`src/rtl/cpu_pkg.sv`:
```
// Shared pipeline definitions: fetch FSM states, FIFO entry layout and PC helpers.
package cpu_pkg;

  typedef enum logic {
    RUN     = 1'b0,
    DISCARD = 1'b1
  } fetch_state_t;

  localparam logic [31:0] INSN_NOP         = 32'h0000_0000;
  localparam logic [31:0] RESET_PC_DEFAULT = 32'h0000_0000;
  localparam logic [31:0] PC_STEP          = 32'd4;

  // One buffered fetch: the word and the address it came from.
  typedef struct packed {
    logic [31:0] pc;
    logic [31:0] insn;
  } fetch_entry_t;

  // Instruction addresses are always word aligned; low bits of a target are dropped.
  function automatic logic [31:0] align_pc(input logic [31:0] addr);
    return addr & ~32'h3;
  endfunction

endpackage

```
`src/rtl/fetch_fifo.sv`:
```
// Small power-of-two FIFO of fetched {pc, instruction} pairs with flush.
module fetch_fifo
  import cpu_pkg::*;
#(
  parameter int DEPTH = 2
) (
  input  logic                     clock,
  input  logic                     reset,
  input  logic                     push,
  input  logic                     pop,
  input  logic                     flush,
  input  fetch_entry_t             wdata,
  output fetch_entry_t             rdata,
  output logic                     full,
  output logic                     empty,
  output logic [$clog2(DEPTH):0]   count
);

  localparam int PW = $clog2(DEPTH);
  localparam int CW = PW + 1;
  localparam logic [CW-1:0] DEPTH_C = CW'(DEPTH);

  fetch_entry_t  mem_q [DEPTH];
  logic [PW-1:0] rd_ptr_q, rd_ptr_d;
  logic [PW-1:0] wr_ptr_q, wr_ptr_d;
  logic [CW-1:0] count_q, count_d;
  logic          do_push, do_pop;

  assign full  = (count_q == DEPTH_C);
  assign empty = (count_q == '0);
  assign count = count_q;
  assign rdata = mem_q[rd_ptr_q];

  // A push into a full FIFO is only accepted when the head leaves in the same cycle.
  assign do_pop  = pop & ~empty & ~flush;
  assign do_push = push & (~full | do_pop) & ~flush;

  // Next-state for pointers and occupancy; flush wins over everything.
  always_comb begin
    // NOTE: every variable gets a default first so no path leaves it unassigned (no latch).
    rd_ptr_d = rd_ptr_q;
    wr_ptr_d = wr_ptr_q;
    count_d  = count_q;
    if (flush) begin
      rd_ptr_d = '0;
      wr_ptr_d = '0;
      count_d  = '0;
    end else begin
      if (do_push) wr_ptr_d = wr_ptr_q + PW'(1);
      if (do_pop)  rd_ptr_d = rd_ptr_q + PW'(1);
      if (do_push && !do_pop)      count_d = count_q + CW'(1);
      else if (do_pop && !do_push) count_d = count_q - CW'(1);
    end
  end

  // Pointer and occupancy registers.
  always_ff @(posedge clock or posedge reset) begin
    // NOTE: state registers use non-blocking assignments so all flops update together.
    if (reset) begin
      rd_ptr_q <= '0;
      wr_ptr_q <= '0;
      count_q  <= '0;
    end else begin
      rd_ptr_q <= rd_ptr_d;
      wr_ptr_q <= wr_ptr_d;
      count_q  <= count_d;
    end
  end

  // Storage write.
  always_ff @(posedge clock) begin
    // NOTE: storage is not reset; occupancy gates every read, so stale contents are never seen.
    if (do_push) mem_q[wr_ptr_q] <= wdata;
  end

endmodule

```
`src/rtl/fetch_unit.sv`:
```
// Instruction fetch stage: owns the PC, issues one outstanding memory request at a
// time, buffers returned words and hands the head instruction to IF/ID.
module fetch_unit
  import cpu_pkg::*;
#(
  parameter logic [31:0] RESET_PC   = RESET_PC_DEFAULT,
  parameter int          FIFO_DEPTH = 2
) (
  input  logic        clock,
  input  logic        reset,
  output logic        im_req,
  output logic [31:0] im_addr,
  input  logic        im_ack,
  input  logic [31:0] im_rdata,
  input  logic        do_hazard,
  input  logic        do_redirect,
  input  logic [31:0] iRedirect_pc,
  output logic        oFetch_valid,
  output logic [31:0] oFetch_instruction,
  output logic [31:0] oFetch_pc
);

  localparam int CW = $clog2(FIFO_DEPTH) + 1;
  localparam logic [CW-1:0] DEPTH_C = CW'(FIFO_DEPTH);

  fetch_state_t  state_q, state_d;
  logic [31:0]   fetch_pc_q, fetch_pc_d;
  logic [31:0]   pend_addr_q, pend_addr_d;
  logic [31:0]   last_pc_q, last_pc_d;

  logic          fifo_push, fifo_pop, fifo_flush;
  logic          fifo_full, fifo_empty;
  logic [CW-1:0] fifo_count;
  fetch_entry_t  fifo_wdata, fifo_head;
  logic          xfer;

  // Request depends only on registered state. Reset forces it low at once so an
  // empty FIFO held in reset does not present a request.
  always_comb begin
    im_req  = 1'b0;
    im_addr = fetch_pc_q;
    if (!reset) begin
      if (state_q == DISCARD) begin
        im_req  = 1'b1;
        im_addr = pend_addr_q;
      end else begin
        im_req  = (fifo_count < DEPTH_C);
        im_addr = fetch_pc_q;
      end
    end
  end

  assign xfer       = im_req & im_ack;
  assign fifo_wdata = '{pc: fetch_pc_q, insn: im_rdata};

  // Fetch control: redirect beats stall and ack; a response to a stale request is dropped.
  always_comb begin
    state_d     = state_q;
    fetch_pc_d  = fetch_pc_q;
    pend_addr_d = pend_addr_q;
    fifo_push   = 1'b0;
    fifo_pop    = 1'b0;
    fifo_flush  = 1'b0;
    if (do_redirect) begin
      fifo_flush = 1'b1;
      fetch_pc_d = align_pc(iRedirect_pc);
      if (state_q == RUN) begin
        // Request cannot be withdrawn: remember its address and wait out the ack.
        if (im_req && !im_ack) begin
          state_d     = DISCARD;
          pend_addr_d = fetch_pc_q;
        end
      end else if (im_ack) begin
        state_d = RUN;
      end
    end else if (state_q == RUN) begin
      fifo_pop = ~fifo_empty & ~do_hazard;
      if (xfer && (!fifo_full || fifo_pop)) begin
        fifo_push  = 1'b1;
        fetch_pc_d = fetch_pc_q + PC_STEP;
      end
    end else if (im_ack) begin
      state_d = RUN;
    end
  end

  // The head PC is remembered so the PC output holds steady across bubbles.
  always_comb begin
    last_pc_d = fifo_empty ? last_pc_q : fifo_head.pc;
  end

  // Fetch state registers.
  always_ff @(posedge clock or posedge reset) begin
    if (reset) begin
      state_q     <= RUN;
      fetch_pc_q  <= RESET_PC;
      pend_addr_q <= RESET_PC;
      last_pc_q   <= RESET_PC;
    end else begin
      state_q     <= state_d;
      fetch_pc_q  <= fetch_pc_d;
      pend_addr_q <= pend_addr_d;
      last_pc_q   <= last_pc_d;
    end
  end

  fetch_fifo #(
    .DEPTH (FIFO_DEPTH)
  ) u_fifo (
    .clock (clock),
    .reset (reset),
    .push  (fifo_push),
    .pop   (fifo_pop),
    .flush (fifo_flush),
    .wdata (fifo_wdata),
    .rdata (fifo_head),
    .full  (fifo_full),
    .empty (fifo_empty),
    .count (fifo_count)
  );

  assign oFetch_valid       = ~fifo_empty;
  assign oFetch_instruction = fifo_empty ? INSN_NOP : fifo_head.insn;
  assign oFetch_pc          = fifo_empty ? last_pc_q : fifo_head.pc;

endmodule

```
`config.mk`:
```
export PLATFORM = sky130hd
export DESIGN_NAME = fetch_unit
export DESIGN_NICKNAME = d
export VERILOG_FILES = /design/src/rtl/cpu_pkg.sv /design/src/rtl/fetch_fifo.sv /design/src/rtl/fetch_unit.sv
export SDC_FILE = /design/constraint.sdc
export NUM_CORES = 1
export LEC_CHECK = 0
export ABC_AREA = 1
export ABC_CLOCK_PERIOD_IN_PS = 4600
export BUFFER_PORTS_ARGS = -buffer_cell sky130_fd_sc_hd__buf_2
export CORE_MARGIN = 4
export CORE_UTILIZATION = 54
export DETAILED_ROUTE_END_ITERATION = 16
export PLACE_DENSITY = 0.85
export SYNTH_ARGS = -nofsm -noshare
export SYNTH_HDL_FRONTEND = slang
export SYNTH_SLANG_ARGS = --single-unit
```
`constraint.sdc`:
```
create_clock -name clock -period 4.6 [get_ports clock]
set_input_delay 0.46 -clock clock [delete_from_list [all_inputs] [get_ports clock]]
set_output_delay 0.46 -clock clock [all_outputs]
set_load 0.05 [all_outputs]
```
==> summary.md, run 1 <==
| Metric | Value |
|---|---|
| Status | `finished clean` |
| Share of layout cells above drive strength 1 | `0.194` |
| Synth unique cells | `29` |
| Worst vdd ir | `0.292 mV` |
| Sequential share of the synthesized area | `0.649` |
| Leakage | `0.00492 uW` |
| TNS Setup | `0 ns` |
| Period utilisation layout | `0.706` |
| Tot Pwr | `around 6000 uW` |
| Critical path data required time | `4.14 ns` |
| Pin count of the biggest net entering global routing | `65` |
| Minimum clock period | `~3.2 ns` |
| Finished Core Util | `0.649` |
| Worst Reg-to-Reg Cells | `9` |
| FF-to-FF setup slack | `2.04 ns` |
| WP buf/inv | `3` |
| Critical path peak fanout | `63` |
| GRT Util Overall | `0.227` |
| Maximum root-to-sink buffer count | `3` |
| Reg area | `~0.006 mm2` |
| Leading area contributor after synthesis | `edfxtp_1` |
| WL/cell | `16.4 um` |
| Synth Area in Adders | `0.00132` |
| Post-Synth Simple-Gate Area | `0.191` |
| First-pass GRT wire length | `36200 um` |
| Die width | `around 140 um` |
| CTS Root Cell | `clkbuf_16` |
| DRC Markers | `0` |
| Synth top area share | `0.393` |
| Initial antenna violation count | `0` |
| Setup violators final | `0` |
| Pre-Repair DR Iteration Count | `5` |
| Clock transition at the registers of the reported paths | `about 0.060 ns` |
| Final-report hold violation count | `0` |
| Via density | `5.38` |
| Max_slew headroom | `0.284` |
| Max incr delay on CP | `0.58 ns` |
| Die Y | `between 100 and 150 um` |
| CP top delay family | `buffers and inverters` |
| Global route overflow | `0` |
| Top area cells in the synthesized netlist | `edfxtp_1 (39%), dfrtp_1 (26%), nand2_1 (12%)` |
| Multi-input logic area | `0.00291 mm2` |
| Syn Area/Cell | `9.57 um2` |
| Clock Skews | `0.0156 ns` |
| Post-synthesis compound-gate area fraction | `0.103` |
| Startpoint Class | `flip-flop` |
| CP Class | `reg -> out` |
| N_diodes | `0` |
| Actual slew at the worst max-slew pin | `1.07 ns` |
| Clock H-tree levels | `1` |
| Postcts setup bufs | `0` |
| Synth warnings | `0` |
| Reg-to-Reg Start | `u_fifo.count[1]` |
| Row count | `48` |
| Skew-Pair Late Insertion Delay | `~0.50 ns` |
| Worst EP arrival | `2.79 ns` |
| Pwr/cell area | `538 mW/mm2` |
| Area growth syn-to-layout | `18.1%` |
| Core box area | `0.0172 mm2` |
| Final nets | `1208` |
| CTS tree | `yes` |
| GP Congestion | `0.895` |
| RR Endpoint | `u_fifo.count[1]` |
| Post-CTS Hold Buffers | `0` |
| Final-report max-slew violation count | `0` |
| ANT nets after route | `0` |
| XOR/XNOR Fraction of Synth Area | `0.00924` |
| Commonest non-fill, non-tap cell in the layout | `nand2_1` |
| # resized after CTS | `0` |
| Die area | `0.0197 mm2` |
| Crit-path cells | `nor2_4, buf_4, inv_2, nor2_1, a21oi_1, buf_2` |
| # IOs | `167` |
| Post-Syn Instances | `990` |
| Max-cap violations | `0` |
| CP max-delay cell | `buf_4` |
| Worst Hold Class | `in -> async` |
| Main combinational cell family by area after synthesis | `simple AND/OR/NAND/NOR gates` |
| Crit. End Element | `output port` |
| Count of state elements after synthesis | `221` |
| Post-synthesis mux area share | `0` |
| Num CTS Buffers | `22` |
| RSZ-0062 raised after global routing | `false` |
| Vias in the first global route | `around 7400` |
| Synthesized area | `0.00948 mm2` |
| Initial DRC Count | `roughly 640` |
| IO buf count | `162` |
| Via count | `7423` |
| Dpl hpwl | `about 15000 um` |
| Fillers | `1379` |
| CTS Sinks | `221` |
| Most frequent cells in the layout | `nand2_1 (303), buf_2 (162), a21oi_1 (127)` |
| Routed WL | `around 23000 um` |
| Starting density of the core | `0.550` |
| Fmax achieved | `a little over 300 MHz` |
[synth_stat cells]
master and instances:
buf_4 4, o221ai_1 1, buf_1 8, a21oi_1 127
o31ai_1 1, inv_1 54, conb_1 1, nand2_2 1
a31oi_1 2, o211ai_1 4, buf_2 14, ha_1 1
nand3b_1 1, o21ai_0 8, o21bai_1 1, nand4_1 2
dfrtp_1 97, nor2_4 3, o21ai_1 47, clkbuf_1 19
edfxtp_1 124, xor2_1 8, nor2_1 119, xnor2_1 2
nand3_2 3, inv_2 9, nand3_1 23, nor2_2 2
nand2_1 304
[where the power goes]
part	internal (uW)	total [uW]	switching, uW
registers	2360	2510	149
clock network	1090	1820	725
logic	366	1690	1320
[worst reg2reg max path, stage by stage (launching register included)]
cell and delay (ns):
dfrtp_1 0.51, nor2_4 0.14, buf_4 0.58, inv_2 0.48
nand2_1 0.29, nand2_1 0.15, nand3_2 0.14, inv_2 0.05
nand2_1 0.05, nand2_1 0.06
[final cells by class]
type	count	share of cell area
clock inverter	8	0.00805
clock buffer	32	0.0580
tap	225	0.0252
timing repair buffer	168	0.0776
multi-input combinational	662	0.260
sequential	221	0.550
inverter	63	0.0213
[registers in the layout, summed over array words and instances, names as in the netlist]
signal / cells
u_fifo.count: 2
last_pc_q: 32
u_fifo.rd_ptr_q: 1
u_fifo.wr_ptr_q: 1
fetch_pc_q: 30
u_fifo.mem_q: 124
pend_addr_q: 30
state_q: 1
[stage by stage]
step	instances	instance area [um2]	worst slack (ns)	hold slack (ns)
2_1_floorplan	991	9480	0.126	0.437
3_3_place_gp	1339	10400	1.75	0.471
3_5_place_dp	1339	10400	1.69	0.480
4_1_cts	1379	11200	1.34	0.127
5_1_grt	1379	11200	1.21	0.123
6_report	1379	11200	1.35	0.146
[metal layers]
metal	wire length, um	track usage	up-vias
met4	624	0.0734	0
met2	10700	0.383	336
li1	-	-	3559
met1	9460	0.303	3477
met5	0	0	-
met3	1840	0.0352	51
[cell families after synthesis]
group | Yosys count
other | 1
DFF | 221
and+or+nand+nor | 458
xor gates and xnor gates | 10
AOI/OAI and AO/OA | 191
adders and majority gates | 1
buffers and inverters | 108
[how the worst max path moves through the flow]
stage | startpoint | end | slack (ns) | cells after the start
2_1_floorplan | reset | im_addr[10] | 0.13 | 4
3_3_place_gp | do_redirect | u_fifo.mem_q[0][56] | 1.75 | 5
3_5_place_dp | do_redirect | u_fifo.mem_q[0][60] | 1.69 | 5
4_1_cts | u_fifo.count[1] | oFetch_pc[1] | 1.34 | 5
5_1_grt | u_fifo.count[1] | oFetch_pc[1] | 1.21 | 5
6_report | u_fifo.count[1] | oFetch_pc[4] | 1.35 | 6
No activity file was read; power rests on OpenSTA's default activity.
==> inputs of run 2 (changes only) <==
- ABC_CLOCK_PERIOD_IN_PS: 4600 -> 2800
- CORE_UTILIZATION: 54 -> 50
- PLACE_DENSITY: 0.85 -> 0.83
- clock period: 4.6 -> 2.8 ns (I/O delays scaled with it)
==> run 2 against run 1 <==
Flip-flop and latch count unchanged; critical endpoint is now oFetch_pc[31]; design area increased by 6.9%; via count increased by 3.6%; utilization decreased by 0.78 points; critical path depth decreased by 1; setup slack got worse by 1.2 ns; combinational power increased by 76%; routed wire length increased by 5.1%; non-clock buffer count increased by 43; final cell count increased by 3.8%; global-route usage decreased by 0.22 points; first-iteration DRC count decreased by 12%.
==> summary.md, run 2 (synthesis gave the netlist of run 1 again) <==
| Metric | Value |
|---|---|
| Pre-CTS setup slack | `0.677 ns (was 1.69 ns)` |
| CTS tree | `yes (unchanged)` |
| Via count | `7693 (was 7423)` |
| Row count | `50 (was 48)` |
| Post-Layout Cell Count | `1432 (was 1379)` |
| CTS Root Cell | `clkbuf_16 (unchanged)` |
| Actual slew at the worst max-slew pin | `0.838 ns (was 1.07 ns)` |
| Dpl hpwl | `15600 um (was 14600 um)` |
| Period utilisation layout | `0.941` |
| Max incr delay on CP | `0.49 ns (was 0.58 ns)` |
| Worst Hold Class | `in -> async (unchanged)` |
| Fmax achieved | `379 MHz` |
| Final-report max-slew violation count | `0 (unchanged)` |
| Design area | `0.0120 mm2 (was 0.0112 mm2)` |
| ANT nets after route | `0 (unchanged)` |
| Most frequent CP cell | `a21oi_1` |
| CTS Sinks | `221 (unchanged)` |
| Pin count of the biggest net entering global routing | `65 (unchanged)` |
| Largest registers | `u_fifo.mem_q (124), last_pc_q (32) (unchanged)` |
| Via density | `5.37 (was 5.38)` |
| Pwr/cell area | `835 mW/mm2 (was 538 mW/mm2)` |
| Die area | `0.0212 mm2 (was 0.0197 mm2)` |
| # IOs | `167 (unchanged)` |
| Global route overflow | `0 (unchanged)` |
| Starting density of the core | `0.508 (was 0.550)` |
| Post-Place Cell Area | `0.0109 mm2 (was 0.0104 mm2)` |
| Initial DRC Count | `560 (was 639)` |
| Skew-Pair Late Insertion Delay | `0.50 ns (about the same)` |
| Final-report hold violation count | `0 (unchanged)` |
| Vias in the first global route | `7659 (was 7373)` |
| N_diodes | `0 (unchanged)` |
| GP Congestion | `0.929 (was 0.895)` |
| Routed WL | `23800 um (was 22700 um)` |
| Initial antenna violation count | `0 (unchanged)` |
| Critical path data required time | `2.52 ns (was 4.14 ns)` |
| Worst EP arrival | `2.36 ns (was 2.79 ns)` |
| Clock H-tree levels | `1 (unchanged)` |
| Area growth syn-to-layout | `26.2% (was 18.1%)` |
| Most frequent cells in the layout | `nand2_1 (303), buf_2 (162), edfxtp_1 (124) (was nand2_1 (303), buf_2 (162), a21oi_1 (127))` |
| Leakage | `0.00516 uW (was 0.00492 uW)` |
| Max_slew headroom | `0.441 (was 0.284)` |
| Postcts setup bufs | `0 (unchanged)` |
| Pre-Repair DR Iteration Count | `5 (unchanged)` |
| Crit-path cells | `nor2_4, buf_4, a21oi_1, a21oi_1, buf_2 (was nor2_4, buf_4, inv_2, nor2_1, a21oi_1, buf_2)` |
| Share of layout cells above drive strength 1 | `0.221 (was 0.194)` |
| Worst setup margin | `0.164 ns (was 1.35 ns)` |
| CP max-delay cell | `dfrtp_1 (was buf_4)` |
| First-pass GRT wire length | `39200 um (was 36200 um)` |
| WL/cell | `16.6 um (was 16.4 um)` |
| Fillers | `1443 (was 1379)` |
| Crit. End Element | `output port (unchanged)` |
| RSZ-0062 raised after global routing | `false (unchanged)` |
| Num CTS Buffers | `23 (was 22)` |
| Maximum root-to-sink buffer count | `3 (unchanged)` |
| Die Y | `146 um (was 140 um)` |
| GRT Util Overall | `0.225 (was 0.227)` |
| Core box area | `0.0186 mm2 (was 0.0172 mm2)` |
| Largest Register | `u_fifo.mem_q (unchanged)` |
| Status | `finished clean (unchanged)` |
| Max-cap violations | `0 (unchanged)` |
| Setup violators final | `0 (unchanged)` |
| Final nets | `1252 (was 1208)` |
| Die width | `146 um (was 140 um)` |
| Startpoint Class | `flip-flop (unchanged)` |
| Largest register FFs | `124 (unchanged)` |
| Critical path peak fanout | `22 (was 63)` |
| Commonest non-fill, non-tap cell in the layout | `nand2_1 (unchanged)` |
| DRC Markers | `0 (unchanged)` |
| Clock transition at the registers of the reported paths | `0.06 ns (about the same)` |
| CP Class | `reg -> out (unchanged)` |
| Placed cell count | `1358 (was 1339)` |
| Worst vdd ir | `0.483 mV (was 0.292 mV)` |
| Minimum clock period | `2.64 ns` |
| Clock Skews | `0.00974 ns (was 0.0156 ns)` |
| IO buf count | `162 (unchanged)` |
[run 2: cell count changes in the layout (fill, tap and decap cells not counted), sizes merged]
cell,before,now
buf,168,178
bufinv,2,1
clkbuf,32,30
clkinv,6,7
clkinvlp,1,3
dlygate4sd3,0,33
inv,62,63
[run 2: final cells by class]
type                            count  area [um2]  area share
Sequential cell                   221        6150       0.515
Multi-Input combinational cell    662        3250       0.272
Timing Repair Buffer              211        1300       0.109
Clock buffer                       30         632      0.0529
Tap cell                          234         293      0.0245
Inverter                           63         243      0.0203
Clock inverter                     11        85.1     0.00712
[run 2: through the flow]
stage / setup TNS, ns / hold WS, ns / power (uW) / utilization
6_report: 0 / 0.0196 / 9980 / 0.641
5_1_grt: 0 / 0.0322 / 10400 / 0.641
4_1_cts: 0 / 0.0135 / 10000 / 0.641
3_5_place_dp: 0 / 0.471 / 7110 / 0.585
3_3_place_gp: 0 / 0.467 / 7020 / 0.585
2_1_floorplan: -5.80 / 0.361 / 6370 / -
[run 2: where the power goes]
group,switching (uW),total (uW),internal [uW]
clock network,1190,2880,1680
logic,2270,2970,701
registers,253,4130,3880
total,3720,9980,6260
[run 2: what timing repair did]
item,CTS,global route
hold endpoints to repair,65,0
hold buffers,33,0
gates resized for setup,0,2
setup endpoints to repair,0,1
[run 2: worst paths after layout]
check	startpoint	end	slack [ns]	cells past startpoint
setup / recovery	u_fifo.count[1]	oFetch_pc[31]	0.16	5
hold / removal	reset	pend_addr_q[3]	0.02	3
setup reg to reg	fetch_pc_q[2]	fetch_pc_q[28]	0.72	10
hold reg to reg	last_pc_q[0]	last_pc_q[0]	0.48	2
max in group asynchronous	reset	u_fifo.rd_ptr_q	2.06	3
min in group clock	iRedirect_pc[5]	fetch_pc_q[5]	0.03	3
[run 2: routing by layer]
metal  global-route usage  share of wire  up-vias
met5                    0              0        -
met4               0.0850          0.032        0
met3               0.0374          0.073       68
met2                0.362           0.47      315
met1                0.309           0.42     3653
li1                     -              -     3657
[run 2: worst max-delay path: cells and delay by family, from the launching register on]
family          cells  cell delay (ns)
compound gates      2             0.32
simple gates        1             0.37
flops               1             0.49
buf+inv             2             0.67
==> inputs of run 3 (changes only) <==
- BUFFER_PORTS_ARGS: -buffer_cell sky130_fd_sc_hd__buf_2 -> unset
- CORE_UTILIZATION: 50 -> 54
- DONT_BUFFER_PORTS: unset -> 1
- PLACE_DENSITY: 0.83 -> 0.8
==> run 3 against run 2 <==
Routed wire length down 2.8%; clock-buffer cell count up 3; sequential share of layout area up 0.45 points; largest cell class unchanged.
==> summary.md, run 3 (synthesis gave the netlist of run 1 again) <==
| Metric | Value |
|---|---|
| Num CTS Buffers | `23 (unchanged)` |
| # IOs | `167 (unchanged)` |
| FF-to-FF setup slack | `0.71 ns (was 0.72 ns)` |
| Worst EP arrival | `2.24 ns (was 2.36 ns)` |
| Die width | `140 um (was 146 um)` |
| Worst Hold Class | `in -> reg (was in -> async)` |
| Leakage | `0.00491 uW (was 0.00516 uW)` |
| DRC Markers | `0 (unchanged)` |
| WL/cell | `17.2 um (was 16.6 um)` |
| Pin count of the biggest net entering global routing | `71 (was 65)` |
| Clock transition at the registers of the reported paths | `0.06 ns (about the same)` |
| Skew-Pair Late Insertion Delay | `0.49 ns (was 0.50 ns)` |
| Crit. End Element | `output port (unchanged)` |
| Global route overflow | `0 (unchanged)` |
| Dpl hpwl | `15200 um (was 15600 um)` |
| Status | `finished clean (unchanged)` |
| CTS tree | `yes (unchanged)` |
| Maximum root-to-sink buffer count | `3 (unchanged)` |
| N_diodes | `0 (unchanged)` |
| Critical path peak fanout | `62 (was 22)` |
| Commonest non-fill, non-tap cell in the layout | `nand2_1 (unchanged)` |
| Via count | `7303 (was 7693)` |
| Startpoint Class | `flip-flop (unchanged)` |
| Worst Reg-to-Reg Cells | `10 (unchanged)` |
| Max-cap violations | `0 (unchanged)` |
| Design area | `0.0119 mm2 (was 0.0120 mm2)` |
| RSZ-0062 raised after global routing | `false (unchanged)` |
| First-pass GRT wire length | `37100 um (was 39200 um)` |
| Fmax achieved | `397 MHz (was 379 MHz)` |
| Period utilisation layout | `0.901 (was 0.941)` |
| Tot Pwr | `10100 uW (was 9980 uW)` |
| Hold wc startpoint | `do_redirect` |
| Actual slew at the worst max-slew pin | `0.954 ns (was 0.838 ns)` |
| IO buf count | `0 (was 162)` |
| Area growth syn-to-layout | `25.1% (was 26.2%)` |
| RR Endpoint | `fetch_pc_q[28] (unchanged)` |
| Final-report max-slew violation count | `0 (unchanged)` |
| Worst Hold Endpoint | `fetch_pc_q[12]` |
| Routed WL | `23200 um (was 23800 um)` |
| Starting density of the core | `0.550 (was 0.508)` |
| Post-CTS Hold Buffers | `55 (was 33)` |
| Minimum clock period | `2.52 ns (was 2.64 ns)` |
| Max_slew headroom | `0.364 (was 0.441)` |
| Die Y | `140 um (was 146 um)` |
| Pwr/cell area | `854 mW/mm2 (was 835 mW/mm2)` |
| Largest registers | `u_fifo.mem_q (124), last_pc_q (32) (unchanged)` |
| Largest register FFs | `124 (unchanged)` |
| Row count | `48 (was 50)` |
| GRT Util Overall | `0.233 (was 0.225)` |
| CTS Sinks | `221 (unchanged)` |
| CTS Root Cell | `clkbuf_16 (unchanged)` |
| Clock Skews | `0.0114 ns (was 0.00974 ns)` |
| Die area | `0.0197 mm2 (was 0.0212 mm2)` |
| Reg-to-Reg Start | `fetch_pc_q[2] (unchanged)` |
| Worst vdd ir | `0.638 mV (was 0.483 mV)` |
| Core box area | `0.0172 mm2 (was 0.0186 mm2)` |
| Postcts setup bufs | `0 (unchanged)` |
| Via density | `5.42 (was 5.37)` |
| Largest Register | `u_fifo.mem_q (unchanged)` |
| Setup violators final | `0 (unchanged)` |
| Pre-Repair DR Iteration Count | `5 (unchanged)` |
| Post-Place Cell Area | `0.0106 mm2 (was 0.0109 mm2)` |
| # resized after CTS | `0 (unchanged)` |
| Final nets | `1176 (was 1252)` |
| Initial DRC Count | `555 (was 560)` |
| CP Class | `reg -> out (unchanged)` |
| GP Congestion | `0.935 (was 0.929)` |
| Critical path data required time | `2.52 ns (about the same)` |
| Most frequent cells in the layout | `nand2_1 (303), edfxtp_1 (124), nor2_1 (117) (was nand2_1 (303), buf_2 (162), edfxtp_1 (124))` |
| Clock H-tree levels | `1 (unchanged)` |
| Initial antenna violation count | `0 (unchanged)` |
| Hold Crit Depth | `4` |
| Final-report hold violation count | `0 (unchanged)` |
| ANT nets after route | `0 (unchanged)` |
| Vias in the first global route | `7287 (was 7659)` |
| Share of layout cells above drive strength 1 | `0.148 (was 0.221)` |
==> run 3: metal layers <==
metal | share of wire | vias to the layer above | track usage | wire (um)
met5 | 0 | - | 0 | 0
met3 | 0.089 | 52 | 0.0577 | 2060
met4 | 0.027 | 0 | 0.0739 | 636
met2 | 0.48 | 279 | 0.382 | 11000
met1 | 0.41 | 3472 | 0.309 | 9460
li1 | - | 3500 | - | -
==> run 3: area by class of cell <==
cell class / instances / area, um2
clock buffers: 33 / 643
clock inverters: 8 / 93.8
fillers: 1268 / 5390
inverters: 63 / 240
multi-input cells: 662 / 3250
flip-flops and latches: 221 / 6150
well taps: 225 / 282
repair buffers: 135 / 1190
==> run 3: critical path: stages (launching register included) <==
cell     delay, ns
dfrtp_1       0.49
nor2_4        0.16
buf_4         0.57
a21oi_1       0.08
a21oi_1       0.18
buf_4         0.23
==> run 3: how the worst max path moves through the flow <==
stage	startpoint	endpoint	slack (ns)	cells after the start
after floorplan	reset	im_addr[10]	-0.19	5
after global placement	fetch_pc_q[2]	fetch_pc_q[28]	0.80	10
after detailed placement	fetch_pc_q[2]	fetch_pc_q[28]	0.79	10
after CTS	u_fifo.count[1]	oFetch_pc[25]	0.27	5
after global routing	u_fifo.count[1]	oFetch_pc[31]	0.12	5
final	u_fifo.count[1]	oFetch_pc[14]	0.28	5
==> run 3: where the power goes <==
part           internal [uW]  switching, uW
logic                    796           2230
clock network           1780           1180
registers               3880            263
==> run 3: metrics by stage <==
step	util	hold WS, ns	instances	setup slack (ns)	setup TNS (ns)
floorplan	-	0.361	991	-0.193	-5.80
detailed placement	0.613	0.307	1251	0.788	0
CTS	0.688	0.000642	1347	0.271	0
global placement	0.613	0.298	1251	0.805	0
global route	0.688	0.0194	1347	0.116	0
finish	0.688	0.0156	1347	0.278	0
